`src/rtl/uart_pkg.sv`:
```
// rtl/uart_pkg.sv - shared UART receiver types, oversampling constants and baud divider helper.
// The PARITY state exists only when UART_PARITY_EN is defined.
package uart_pkg;

  localparam int OVERSAMPLE  = 16;
  localparam int MID_SAMPLE  = 7;
  localparam int LAST_SAMPLE = 15;

`ifdef UART_PARITY_EN
  typedef enum logic [2:0] {
    ST_IDLE, ST_START, ST_DATA, ST_PARITY, ST_STOP, ST_WAIT_HIGH
  } uart_state_e;
`else
  typedef enum logic [2:0] {
    ST_IDLE, ST_START, ST_DATA, ST_STOP, ST_WAIT_HIGH
  } uart_state_e;
`endif

  function automatic int calc_div(input int clk_hz, input int baud);
    int d;
    d = clk_hz / (baud * OVERSAMPLE);
    return (d < 1) ? 1 : d;
  endfunction

endpackage

```
`src/rtl/sync_fifo.sv`:
```
// rtl/sync_fifo.sv - single-clock show-ahead FIFO; push while full is accepted only if a pop frees a slot.
module sync_fifo #(
  parameter int WIDTH = 8,
  parameter int DEPTH = 4
) (
  input  logic                     clk,
  input  logic                     reset_n,
  input  logic                     push,
  input  logic [WIDTH-1:0]         push_data,
  input  logic                     pop,
  output logic [WIDTH-1:0]         pop_data,
  output logic                     full,
  output logic                     empty,
  output logic [$clog2(DEPTH):0]   count
);

  localparam int AW = $clog2(DEPTH);

  logic [WIDTH-1:0] mem [DEPTH];
  logic [AW-1:0]    wr_ptr;
  logic [AW-1:0]    rd_ptr;
  logic             do_push;
  logic             do_pop;

  assign empty    = (count == '0);
  assign full     = (count == (AW+1)'(DEPTH));
  assign do_pop   = pop && !empty;
  assign do_push  = push && (!full || do_pop);
  assign pop_data = mem[rd_ptr];

  always_ff @(posedge clk or negedge reset_n) begin
    if (!reset_n) begin
      wr_ptr <= '0;
      rd_ptr <= '0;
      count  <= '0;
    end else begin
      if (do_push) wr_ptr <= wr_ptr + 1'b1;
      if (do_pop)  rd_ptr <= rd_ptr + 1'b1;
      count <= count + (AW+1)'(do_push) - (AW+1)'(do_pop);
    end
  end

  // Storage carries no reset; emptiness is tracked by count alone.
  always_ff @(posedge clk) begin
    if (do_push) mem[wr_ptr] <= push_data;
  end

endmodule

```
`src/rtl/loanio_uart_rx.sv`:
```
// rtl/loanio_uart_rx.sv - 16x oversampled UART receiver on an HPS loan-IO pin with output FIFO.
// Define UART_PARITY_EN for 8E1 framing with a parity_err pulse output.
module loanio_uart_rx
  import uart_pkg::*;
#(
  parameter int CLK_HZ     = 50000000,
  parameter int BAUD       = 115200,
  parameter int RX_PIN     = 49,
  parameter int FIFO_DEPTH = 4
) (
  input  logic        clk,
  input  logic        reset_n,
  input  logic [66:0] loan_io_in,
  output logic [66:0] loan_io_out,
  output logic [66:0] loan_io_oe,
  output logic [7:0]  rx_data,
  output logic        rx_valid,
  input  logic        rx_ready,
  output logic        frame_err,
`ifdef UART_PARITY_EN
  output logic        parity_err,
`endif
  output logic        overrun
);

  localparam int DIV = calc_div(CLK_HZ, BAUD);
  localparam int CW  = (DIV > 1) ? $clog2(DIV) : 1;

  uart_state_e state, state_n;
  logic [CW-1:0] div_cnt;
  logic          tick;
  logic          rx_meta, rx;
  logic [3:0]    tcnt, tcnt_n;
  logic [2:0]    bidx, bidx_n;
  logic [7:0]    shreg, shreg_n;
  logic          push, pop, fe_n;
  logic          fifo_full, fifo_empty;
  logic [7:0]    fifo_head;
  logic [$clog2(FIFO_DEPTH):0] fifo_count;
  logic          unused_pins;
`ifdef UART_PARITY_EN
  logic          par_bad, par_bad_n, pe_n;
`endif

  assign loan_io_out = '0;
  assign loan_io_oe  = '0;
  assign unused_pins = ^loan_io_in;

  always_ff @(posedge clk or negedge reset_n) begin
    if (!reset_n) begin
      rx_meta <= 1'b1;
      rx      <= 1'b1;
      div_cnt <= '0;
    end else begin
      rx_meta <= loan_io_in[RX_PIN];
      rx      <= rx_meta;
      div_cnt <= tick ? '0 : div_cnt + 1'b1;
    end
  end

  assign tick = (div_cnt == CW'(DIV - 1));

  always_ff @(posedge clk or negedge reset_n) begin
    if (!reset_n) begin
      state     <= ST_IDLE;
      tcnt      <= '0;
      bidx      <= '0;
      shreg     <= '0;
      frame_err <= 1'b0;
      overrun   <= 1'b0;
`ifdef UART_PARITY_EN
      par_bad    <= 1'b0;
      parity_err <= 1'b0;
`endif
    end else begin
      state     <= state_n;
      tcnt      <= tcnt_n;
      bidx      <= bidx_n;
      shreg     <= shreg_n;
      frame_err <= fe_n;
      overrun   <= push && fifo_full && !pop;
`ifdef UART_PARITY_EN
      par_bad    <= par_bad_n;
      parity_err <= pe_n;
`endif
    end
  end

  always_comb begin
    state_n = state;
    tcnt_n  = tcnt;
    bidx_n  = bidx;
    shreg_n = shreg;
    push    = 1'b0;
    fe_n    = 1'b0;
`ifdef UART_PARITY_EN
    par_bad_n = par_bad;
    pe_n      = 1'b0;
`endif
    case (state)
      ST_IDLE: if (!rx) begin
        state_n = ST_START;
        tcnt_n  = '0;
`ifdef UART_PARITY_EN
        par_bad_n = 1'b0;
`endif
      end
      ST_START: if (tick) begin
        if (tcnt == 4'(MID_SAMPLE)) begin
          if (rx) state_n = ST_IDLE;
          else begin
            state_n = ST_DATA;
            tcnt_n  = '0;
            bidx_n  = '0;
          end
        end else tcnt_n = tcnt + 4'd1;
      end
      ST_DATA: if (tick) begin
        if (tcnt == 4'(LAST_SAMPLE)) begin
          shreg_n = {rx, shreg[7:1]};
          bidx_n  = bidx + 3'd1;
          tcnt_n  = '0;
`ifdef UART_PARITY_EN
          if (bidx == 3'd7) state_n = ST_PARITY;
`else
          if (bidx == 3'd7) state_n = ST_STOP;
`endif
        end else tcnt_n = tcnt + 4'd1;
      end
`ifdef UART_PARITY_EN
      ST_PARITY: if (tick) begin
        if (tcnt == 4'(LAST_SAMPLE)) begin
          pe_n      = (rx != ^shreg);
          par_bad_n = (rx != ^shreg);
          tcnt_n    = '0;
          state_n   = ST_STOP;
        end else tcnt_n = tcnt + 4'd1;
      end
`endif
      ST_STOP: if (tick) begin
        if (tcnt == 4'(LAST_SAMPLE)) begin
          if (rx) begin
`ifdef UART_PARITY_EN
            push = !par_bad;
`else
            push = 1'b1;
`endif
            state_n = ST_IDLE;
          end else begin
            fe_n    = 1'b1;
            state_n = ST_WAIT_HIGH;
          end
        end else tcnt_n = tcnt + 4'd1;
      end
      ST_WAIT_HIGH: if (rx) state_n = ST_IDLE;
      default: state_n = ST_IDLE;
    endcase
  end

  assign pop      = rx_valid && rx_ready;
  assign rx_valid = !fifo_empty;
  assign rx_data  = rx_valid ? fifo_head : '0;

  sync_fifo #(.WIDTH(8), .DEPTH(FIFO_DEPTH)) u_fifo (
    .clk       (clk),
    .reset_n   (reset_n),
    .push      (push),
    .push_data (shreg),
    .pop       (pop),
    .pop_data  (fifo_head),
    .full      (fifo_full),
    .empty     (fifo_empty),
    .count     (fifo_count)
  );

endmodule

```
`config.mk`:
```
export PLATFORM = sky130hd
export DESIGN_NAME = loanio_uart_rx
export DESIGN_NICKNAME = d
export VERILOG_FILES = /design/src/rtl/uart_pkg.sv /design/src/rtl/sync_fifo.sv /design/src/rtl/loanio_uart_rx.sv
export SDC_FILE = /design/constraint.sdc
export NUM_CORES = 1
export LEC_CHECK = 0
export ABC_AREA = 1
export CAP_MARGIN = 0
export CORE_UTILIZATION = 40
export CTS_CLUSTER_DIAMETER = 60
export CTS_CLUSTER_SIZE = 12
export DETAILED_ROUTE_END_ITERATION = 6
export PLACE_DENSITY_LB_ADDON = 0.08
export SETUP_SLACK_MARGIN = 0.05
export SLEW_MARGIN = 5
export SYNTH_ARGS = -nofsm -noshare
export SYNTH_HDL_FRONTEND = slang
export SYNTH_SLANG_ARGS = --single-unit
```
`constraint.sdc`:
```
create_clock -name clk -period 2.75 [get_ports clk]
set_input_delay 0.55 -clock clk [delete_from_list [all_inputs] [get_ports clk]]
set_output_delay 0.55 -clock clk [all_outputs]
set_load 0.02 [all_outputs]
```
==> results of run 1 <==
-- cells by family after synthesis --
kind of cell,after synthesis
simple gates,150
flops,66
compound gates,40
other cells,1
xor+xnor,7
buf+inv,176
fa+ha+maj,12
-- worst max-delay path, stage by stage, from the launching register on --
cell	delay (ps)
dfrtp_4	550
buf_4	170
nor2_1	40
nor2_1	80
o21ai_0	100
a21oi_1	130
clkdlybuf4s50_1	610
-- per-stage QoR --
step	hold WS (ps)	total power, mW
detailed placement	349	2.11
finish	359	2.93
floorplan	254	1.93
CTS	360	2.94
global placement	347	2.10
global route	360	3.13
-- power by group --
group | switching [mW] | internal (mW) | total (mW)
clock | 0.392 | 0.426 | 0.818
combinational | 0.583 | 0.371 | 0.955
sequential | 0.0839 | 1.08 | 1.16
total | 1.06 | 1.87 | 2.93
-- state kept, by name, summed over array words and instances, names as in the netlist, 2 cells and up --
name / flops
tcnt: 4
div_cnt: 5
bidx: 3
u_fifo.count: 3
state: 3
u_fifo.wr_ptr: 2
shreg: 8
u_fifo.rd_ptr: 2
u_fifo.mem: 32
-- per-layer routing --
layer  up-vias  GRT usage, %  part of all wire [%]
met5         -             0                     0
met4         0          2.86                     0
li1       1241             -                     -
met3         0          3.52                   4.2
met1      1110          14.1                    42
met2        72          20.8                    53
-- synthesized netlist by cell type, drive strengths merged --
library cell | count | area share (%)
a21oi | 15 | 2.1
buf | 140 | 25
clkbuf | 1 | 0.091
clkinv | 1 | 0.091
conb | 1 | 0.091
dfrtp | 32 | 19
dfstp | 2 | 1.3
edfxtp | 32 | 23
fa | 1 | 0.48
ha | 11 | 3.3
inv | 34 | 3.1
nand2 | 55 | 5.1
nand3 | 21 | 3.0
nand3b | 1 | 0.18
nand4 | 5 | 0.76
nor2 | 64 | 6.9
nor3 | 3 | 0.48
nor4 | 1 | 0.15
o21ai | 25 | 3.5
xnor2 | 3 | 0.63
xor2 | 4 | 0.85
-- layout make-up --
class,count,area (um2)
Multi-Input combinational cell,343,1650
Fill cell,1008,5710
Tap cell,133,166
Clock buffer,9,124
Timing Repair Buffer,26,235
Sequential cell,66,1820
Inverter,35,134
Clock inverter,7,78.8
-- how the worst min path moves through the flow --
stage	end	slack [ps]	depth (start not counted)
finish	rx	360	0
global route	rx	360	0
CTS	rx	360	0
detailed placement	rx	350	0
global placement	rx	350	0
floorplan	bidx[0]	250	0
-- what timing repair did --
item / CTS / global route
endpoints found under the setup margin: 8 / 7
buffers inserted: 0 / 2
resized for setup: 2 / 4
hold buffers: 0 / 0
==> flow_summary.yaml, run 1 <==
floorplanning:
  die_w_um: 104
  ioPinCount: 215
  rows: 36
  core_um2: 9910
  die_area_um2: 10800
  initial_utilization_pct: 41.8
  die_h_um: 104
synth:
  synth_top_family_by_area: "buffers and inverters"
  synth_compound_area_share_pct: 5.56
  yosys.area_share.simple_pct: 16.6
  seq_area_frac_synth_pct: 43.8
  syn_avg_cell_area_um2: 9.16
  synthMuxAreaShare_pct: 0
  ys.warnings.count: 0
  synth_fa_ha_area_share_pct: 3.81
  yosysUniqueCellTypes: 33
  synth_cells: 452
  synth_xor_xnor_area_share_pct: 1.48
  synth_seq_cells: 66
  netlist_area_um2: 4140
sta:
  setup_ws_ps: 175
  final_max_slew_viol_count: 0
  skew_ps: 8.43
  totalNegativeSetupSlack_ps: 0
  hold_viol: 0
  period_share_pct: 93.6
  layout_min_cycle_time_ps: 2570
  setup_viol: 0
  rsz0062_at_grt: "true"
  max_freq_mhz: 388
drt:
  wl_um: 6360
  dr.pass1.iters: 6
  vias_per_cell: 3.91
  vias: 2423
  drt.antenna.violating_nets: 0
  route.detailed.drc: 0
  first_iter_violations: 110
  wl_per_cell_um: 10.3
layout:
  layout_common_cells: "conb_1, nor2_1, nand2_1, edfxtp_1, dfrtp_1"
  final_area_um2: 4200
  drive_above_1_share_pct: 12.3
  fin_util_pct: 42.4
  stdcell_count: 619
  syn_to_final_growth_pct: 1.48
  layout.nets: 563
  antenna_cells: 0
  layout_commonest_cell: "conb_1"
placement:
  dp_worst_setup_slack_ps: 275
  place.gp.congestion: 0.824
  io_buffers: 14
  dpl-instance-area_um2: 3970
  dp_hpwl_um: 4520
  dp_cells: 601
cts:
  cts_htree_levels: 3
  cts_tree: "built"
  cts_buffers: 9
  cts_sinks: 66
  clkSlewWorstSetupHoldPaths_ps: 80
  cts_root_buf: "clkbuf_8"
  clkLatencyLatePin_ps: 340
  cts.path.max_buffers: 2
critical_path:
  critPathCapture: "rx_data[6]"
  required_ps: 2200
  crit_arrival_ps: 2020
  r2r_end: "u_fifo.count[2]"
  crit_path_start: "u_fifo.rd_ptr[0]"
  crit_type: "flip-flop to output pin"
  path_max_fanout: 16
  rrSetupSlack_ps: 650
  start_kind: "flip-flop"
  r2r-start: "div_cnt[0]"
  worst_r2r_path_depth: 12
  crit_path_end_kind: "output pin"
global_routing:
  grt_start_max_net_pins: 35
  grt_pass1_wl_um: 9970
  grt.total_usage_pct: 11.8
  grt_pass1_vias: 2083
  antenna_found_initial: 0
  grt_overflow: 0
worst_hold_path:
  hold_path_startpoint: "rx_meta"
  hp-class: "flip-flop to flip-flop"
pwr:
  peakVddDrop_mv: 0.377
  p_per_area_nw_per_um2: 698
  leakagePower_nw: 2.11
status:
  outcome: "finished, final reports clean"
run:
  maxCapViolations: 0
(Power assumes the default switching activity.)
==> inputs of run 2 (changes only) <==
--- a/config.mk
+++ b/config.mk
@@ -17,3 +17,4 @@
 export SYNTH_ARGS = -nofsm -noshare
 export SYNTH_HDL_FRONTEND = slang
 export SYNTH_SLANG_ARGS = --single-unit
+export TNS_END_PERCENT = 1
==> run 2 against run 1 <==
Compared with the run above: routed wire length down 0.38%; total power shrank 0.94%; sequential power about the same; critical endpoint is now rx_data[4]; clock skew hardly changed; critical path type unchanged; hold slack about the same; worst setup slack got worse by 6.0 ps; core utilization is 0.10 points lower; largest cell class unchanged; flip-flop and latch count unchanged; global-route usage stayed put.
==> flow_summary.yaml, run 2 (synthesis results as in run 1) <==
status:
  outcome: "finished, final reports clean"
cts:
  clkSlewWorstSetupHoldPaths_ps: 80
  cts_setup_buffers: 0
  cts_htree_levels: 3
  cts_sinks: 66
  cts_root_buf: "clkbuf_8"
  cts.path.max_buffers: 2
  cts_tree: "built"
  cts_buffers: 9
  clkLatencyLatePin_ps: 330
sta:
  hold_viol: 0
  totalNegativeSetupSlack_ps: 0
  setup_viol: 0
  layout_min_cycle_time_ps: 2580
  max_freq_mhz: 387
  skew_ps: 8.46
  period_share_pct: 93.8
  final_max_slew_viol_count: 0
  rsz0062_at_grt: "false"
drt:
  first_iter_violations: 94
  drt.antenna.violating_nets: 0
  route.detailed.drc: 0
  wl_per_cell_um: 10.3
  vias: 2411
  dr.pass1.iters: 5
  wl_um: 6340
  vias_per_cell: 3.91
placement:
  io_buffers: 14
  place.gp.congestion: 0.824
  dp_cells: 601
  dp_hpwl_um: 4520
worst_hold_path:
  hp-class: "flip-flop to flip-flop"
  whs_path_depth: 0
  hold_path_startpoint: "rx_meta"
  min_to: "rx"
critical_path:
  rrSetupSlack_ps: 650
  required_ps: 2200
  path_max_fanout: 16
  crit_type: "flip-flop to output pin"
  cpMostUsedCell: "nor2_1"
  crit_arrival_ps: 2030
  crit_path_max_incr_delay_ps: 620
  critical-path-slowest-cell: "clkdlybuf4s50_1"
  critical_path.top_delay_family: "buffers and inverters"
  worst_r2r_path_depth: 12
  r2r-start: "div_cnt[0]"
  r2r_end: "u_fifo.count[2]"
  crit_path_end_kind: "output pin"
  crit_buf_inv: 2
  start_kind: "flip-flop"
  path_cells: "buf_4 -> nor2_1 -> nor2_1 -> o21ai_0 -> a21oi_1 -> clkdlybuf4s50_1"
pwr:
  combPwrFrac_pct: 31.9
  p_int_mw: 1.85
  seqPwrFrac_pct: 40.0
  power_switching_mw: 1.05
  peakVddDrop_mv: 0.377
  p_per_area_nw_per_um2: 693
  leakagePower_nw: 2.13
  power.switching_fraction_pct: 36.2
  finalPower_mw: 2.91
  power_frac_clock_pct: 28.1
global_routing:
  grt.total_usage_pct: 11.8
  grt_pass1_vias: 2083
  antenna_found_initial: 0
  grt_pass1_wl_um: 9970
  grt_start_max_net_pins: 35
  grt_overflow: 0
layout:
  layout.nets: 561
  layout_common_cells: "conb_1, nor2_1, nand2_1, edfxtp_1, dfrtp_1"
  drive_above_1_share_pct: 12.0
  largest_reg_flops: 32
  layout_commonest_cell: "conb_1"
  syn_to_final_growth_pct: 1.24
  stdcell_count: 617
  fin_util_pct: 42.3
  top_regs: "u_fifo.mem: 32 flops, shreg: 8 flops, div_cnt: 5 flops"
  largest_register: "u_fifo.mem"
  antenna_cells: 0
floorplanning:
  die_area_um2: 10800
  die_h_um: 104
  rows: 36
  initial_utilization_pct: 41.8
  die_w_um: 104
  core_um2: 9910
  ioPinCount: 215
run:
  maxCapViolations: 0
-- run 2: changes by cell type in the layout (fill, tap and decap cells not counted), sizes merged --
cell           before  now
buf                12   10
clkdlybuf4s50      12   10
dlymetal6s2s        2    4
-- run 2: final cells by class --
type,instances,area (um2)
Clock buffer,9,124
Clock inverter,7,78.8
Fill cell,1008,5720
Inverter,35,134
Multi-Input combinational cell,343,1650
Sequential cell,66,1820
Tap cell,133,166
Timing Repair Buffer,24,225
-- run 2: timing repair --
action | 4_1_cts | 5_1_grt
pin swaps | 0 | 0
hold buffers | 0 | 0
setup endpoints to repair | 8 | 8
gates resized for setup | 1 | 8
-- run 2: per-layer routing --
metal,wire [um],track usage [%]
met1,2700,14.1
met2,3380,20.8
met3,256,3.52
met4,0,2.86
met5,0,0
-- run 2: worst max path at each step --
stage	end	startpoint	slack (ps)	depth (start not counted)
after floorplan	u_fifo.count[2]	u_fifo.count[2]	720	8
after global placement	rx_data[7]	u_fifo.rd_ptr[0]	250	4
after detailed placement	rx_data[6]	u_fifo.rd_ptr[0]	280	6
after CTS	rx_data[1]	u_fifo.rd_ptr[0]	40	4
after global routing	rx_data[5]	u_fifo.rd_ptr[0]	70	4
final	rx_data[4]	u_fifo.rd_ptr[0]	170	6
-- run 2: through the flow --
step                      hold WS, ps  worst slack (ps)  area [um2]
after floorplan                   254               724        4640
after global placement            347               250        3970
after detailed placement          349               275        3970
after CTS                         360              42.4        4170
after global routing              360              65.2        4190
final                             359               169        4190
-- run 2: power by group through the flow --
| stage | sequential, mW | combinational [mW] | clock, mW |
|---|---|---|---|
| floorplan | 1.12 | 0.807 | 0 |
| global placement | 1.17 | 0.931 | 0 |
| detailed placement | 1.17 | 0.941 | 0 |
| CTS | 1.15 | 0.941 | 0.847 |
| global route | 1.17 | 1.03 | 0.902 |
| finish | 1.16 | 0.926 | 0.818 |
-- run 2: worst reg2reg max path, delay by kind of cell (launching register included) --
kind,cells,cell delay (ps)
xor gates and xnor gates,1,130
adders and majority gates,3,640
buffers and inverters,4,270
DFF,1,410
and+or+nand+nor,4,550
==> inputs of run 3 (changes only) <==
--- a/config.mk
+++ b/config.mk
@@ -13,6 +13,7 @@
 export DETAILED_ROUTE_END_ITERATION = 6
 export PLACE_DENSITY_LB_ADDON = 0.08
 export SETUP_SLACK_MARGIN = 0.05
+export SKIP_LAST_GASP = 1
 export SLEW_MARGIN = 5
 export SYNTH_ARGS = -nofsm -noshare
 export SYNTH_HDL_FRONTEND = slang
==> run 3 against run 2 <==
Compared with the run above: sequential power barely moved; largest power group unchanged; critical path type unchanged; total power fell by 0.18%; design area fell by 0.36%; highest routed layer unchanged.
==> flow_summary.yaml, run 3 (synthesis results as in run 1) <==
critical_path:
  rrSetupSlack_ps: 650
  crit_path_start: "u_fifo.rd_ptr[0]"
  crit_type: "flip-flop to output pin"
  r2r_end: "u_fifo.count[2]"
  worst_r2r_path_depth: 12
  path_cells: "clkinv_2 -> o21ai_0 -> a21oi_1 -> clkdlybuf4s50_1"
  crit_cells: 4
  r2r-start: "div_cnt[0]"
  required_ps: 2200
  crit_arrival_ps: 2060
  critPathCapture: "rx_data[7]"
  crit_buf_inv: 2
  crit_path_end_kind: "output pin"
  path_max_fanout: 16
  crit_path_max_incr_delay_ps: 640
  critical-path-slowest-cell: "clkdlybuf4s50_1"
  critical_path.top_delay_family: "buffers and inverters"
  start_kind: "flip-flop"
floorplanning:
  die_area_um2: 10800
  core_um2: 9910
  die_w_um: 104
  ioPinCount: 215
  rows: 36
  die_h_um: 104
  initial_utilization_pct: 41.8
sta:
  totalNegativeSetupSlack_ps: 0
  skew_ps: 8.66
  max_freq_mhz: 383
  hold_viol: 0
  rsz0062_at_grt: "true"
  final_max_slew_viol_count: 0
  setup_viol: 0
  period_share_pct: 95.0
  layout_min_cycle_time_ps: 2610
layout:
  drive_above_1_share_pct: 12.0
  fin_util_pct: 42.2
  layout_commonest_cell: "conb_1"
  layout.nets: 561
  n_fill_cell: 1008
  largest_register: "u_fifo.mem"
  top_regs: "u_fifo.mem: 32 flops, shreg: 8 flops, div_cnt: 5 flops"
  largest_reg_flops: 32
  stdcell_count: 617
  antenna_cells: 0
  layout_common_cells: "conb_1, nor2_1, nand2_1, edfxtp_1, dfrtp_1"
  syn_to_final_growth_pct: 0.876
drt:
  route.detailed.drc: 0
  vias: 2411
  wl_um: 6330
  wl_per_cell_um: 10.3
  first_iter_violations: 106
  vias_per_cell: 3.91
  drt.antenna.violating_nets: 0
  dr.pass1.iters: 6
cts:
  clkLatencyLatePin_ps: 340
  cts_setup_buffers: 0
  cts_tree: "built"
  clkSlewWorstSetupHoldPaths_ps: 80
  cts_root_buf: "clkbuf_8"
  cts.path.max_buffers: 2
  cts_htree_levels: 3
  cts-resized-gates: 1
  cts_buffers: 9
  cts_sinks: 66
  holdBufCountCts: 0
global_routing:
  grt.total_usage_pct: 11.8
  grt_util_met1_pct: 14.1
  antenna_found_initial: 0
  grt_overflow: 0
  grt_start_max_net_pins: 35
  grt_use_met2_pct: 20.8
  grt.busiest_layer: "met2"
  met3_usage_pct: 3.52
  grt_pass1_wl_um: 9970
  grt_pass1_vias: 2083
pwr:
  p_per_area_nw_per_um2: 694
  leakagePower_nw: 2.08
  peakVddDrop_mv: 0.371
  finalPower_mw: 2.90
placement:
  dp_hpwl_um: 4520
  io_buffers: 14
  place.gp.congestion: 0.824
  dp_cells: 601
worst_hold_path:
  hold_path_startpoint: "rx_meta"
  hp-class: "flip-flop to flip-flop"
run:
  maxCapViolations: 0
status:
  outcome: "finished, final reports clean"
## run 3: cell types whose count changed in the layout (fill, tap and decap cells not counted), sizes merged
cell	delta
inv	-1
dlymetal6s2s	-3
clkdlybuf4s50	+3
clkinv	+1
## run 3: power breakdown
part	switching, mW	total [mW]	internal (mW)
Clock	0.393	0.819	0.426
Combinational	0.577	0.929	0.352
Sequential	0.0762	1.15	1.08
Total	1.05	2.90	1.85
## run 3: worst min path at each step
stage	endpoint	cells after the start
global placement	rx	0
detailed placement	rx	0
finish	rx	0
global route	rx	0
CTS	rx	0
floorplan	bidx[0]	0
## run 3: per-stage QoR
step | setup slack [ps] | hold WS, ps | area [um2]
final | 138 | 359 | 4180
after detailed placement | 275 | 349 | 3970
after global placement | 250 | 347 | 3970
after global routing | -25.3 | 360 | 4180
after floorplan | 724 | 254 | 4640
after CTS | 42.4 | 360 | 4170
## run 3: layout make-up
| type | count | area (um2) | area share, % |
|---|---|---|---|
| timing repair buffer | 24 | 218 | 5.21 |
| inverter | 35 | 133 | 3.17 |
| sequential | 66 | 1820 | 43.5 |
| tap | 133 | 166 | 3.98 |
| clock buffer | 9 | 124 | 2.96 |
| clock inverter | 7 | 78.8 | 1.89 |
| multi-input combinational | 343 | 1640 | 39.3 |
## run 3: worst register-to-register path: stages, from the launching register on
cell     delay [ps]
dfrtp_1         410
inv_1            70
ha_1            130
nand2_1          50
inv_1            50
nand2_1         160
nor2_4          180
nand3_2         160
inv_2           110
ha_1            140
inv_1            40
fa_1            370
xnor2_1         130
## run 3: routing by layer
metal / wire length, um / up-vias
met5: 0 / -
met4: 0 / 0
met3: 270 / 0
met2: 3360 / 72
met1: 2700 / 1102
li1: - / 1237
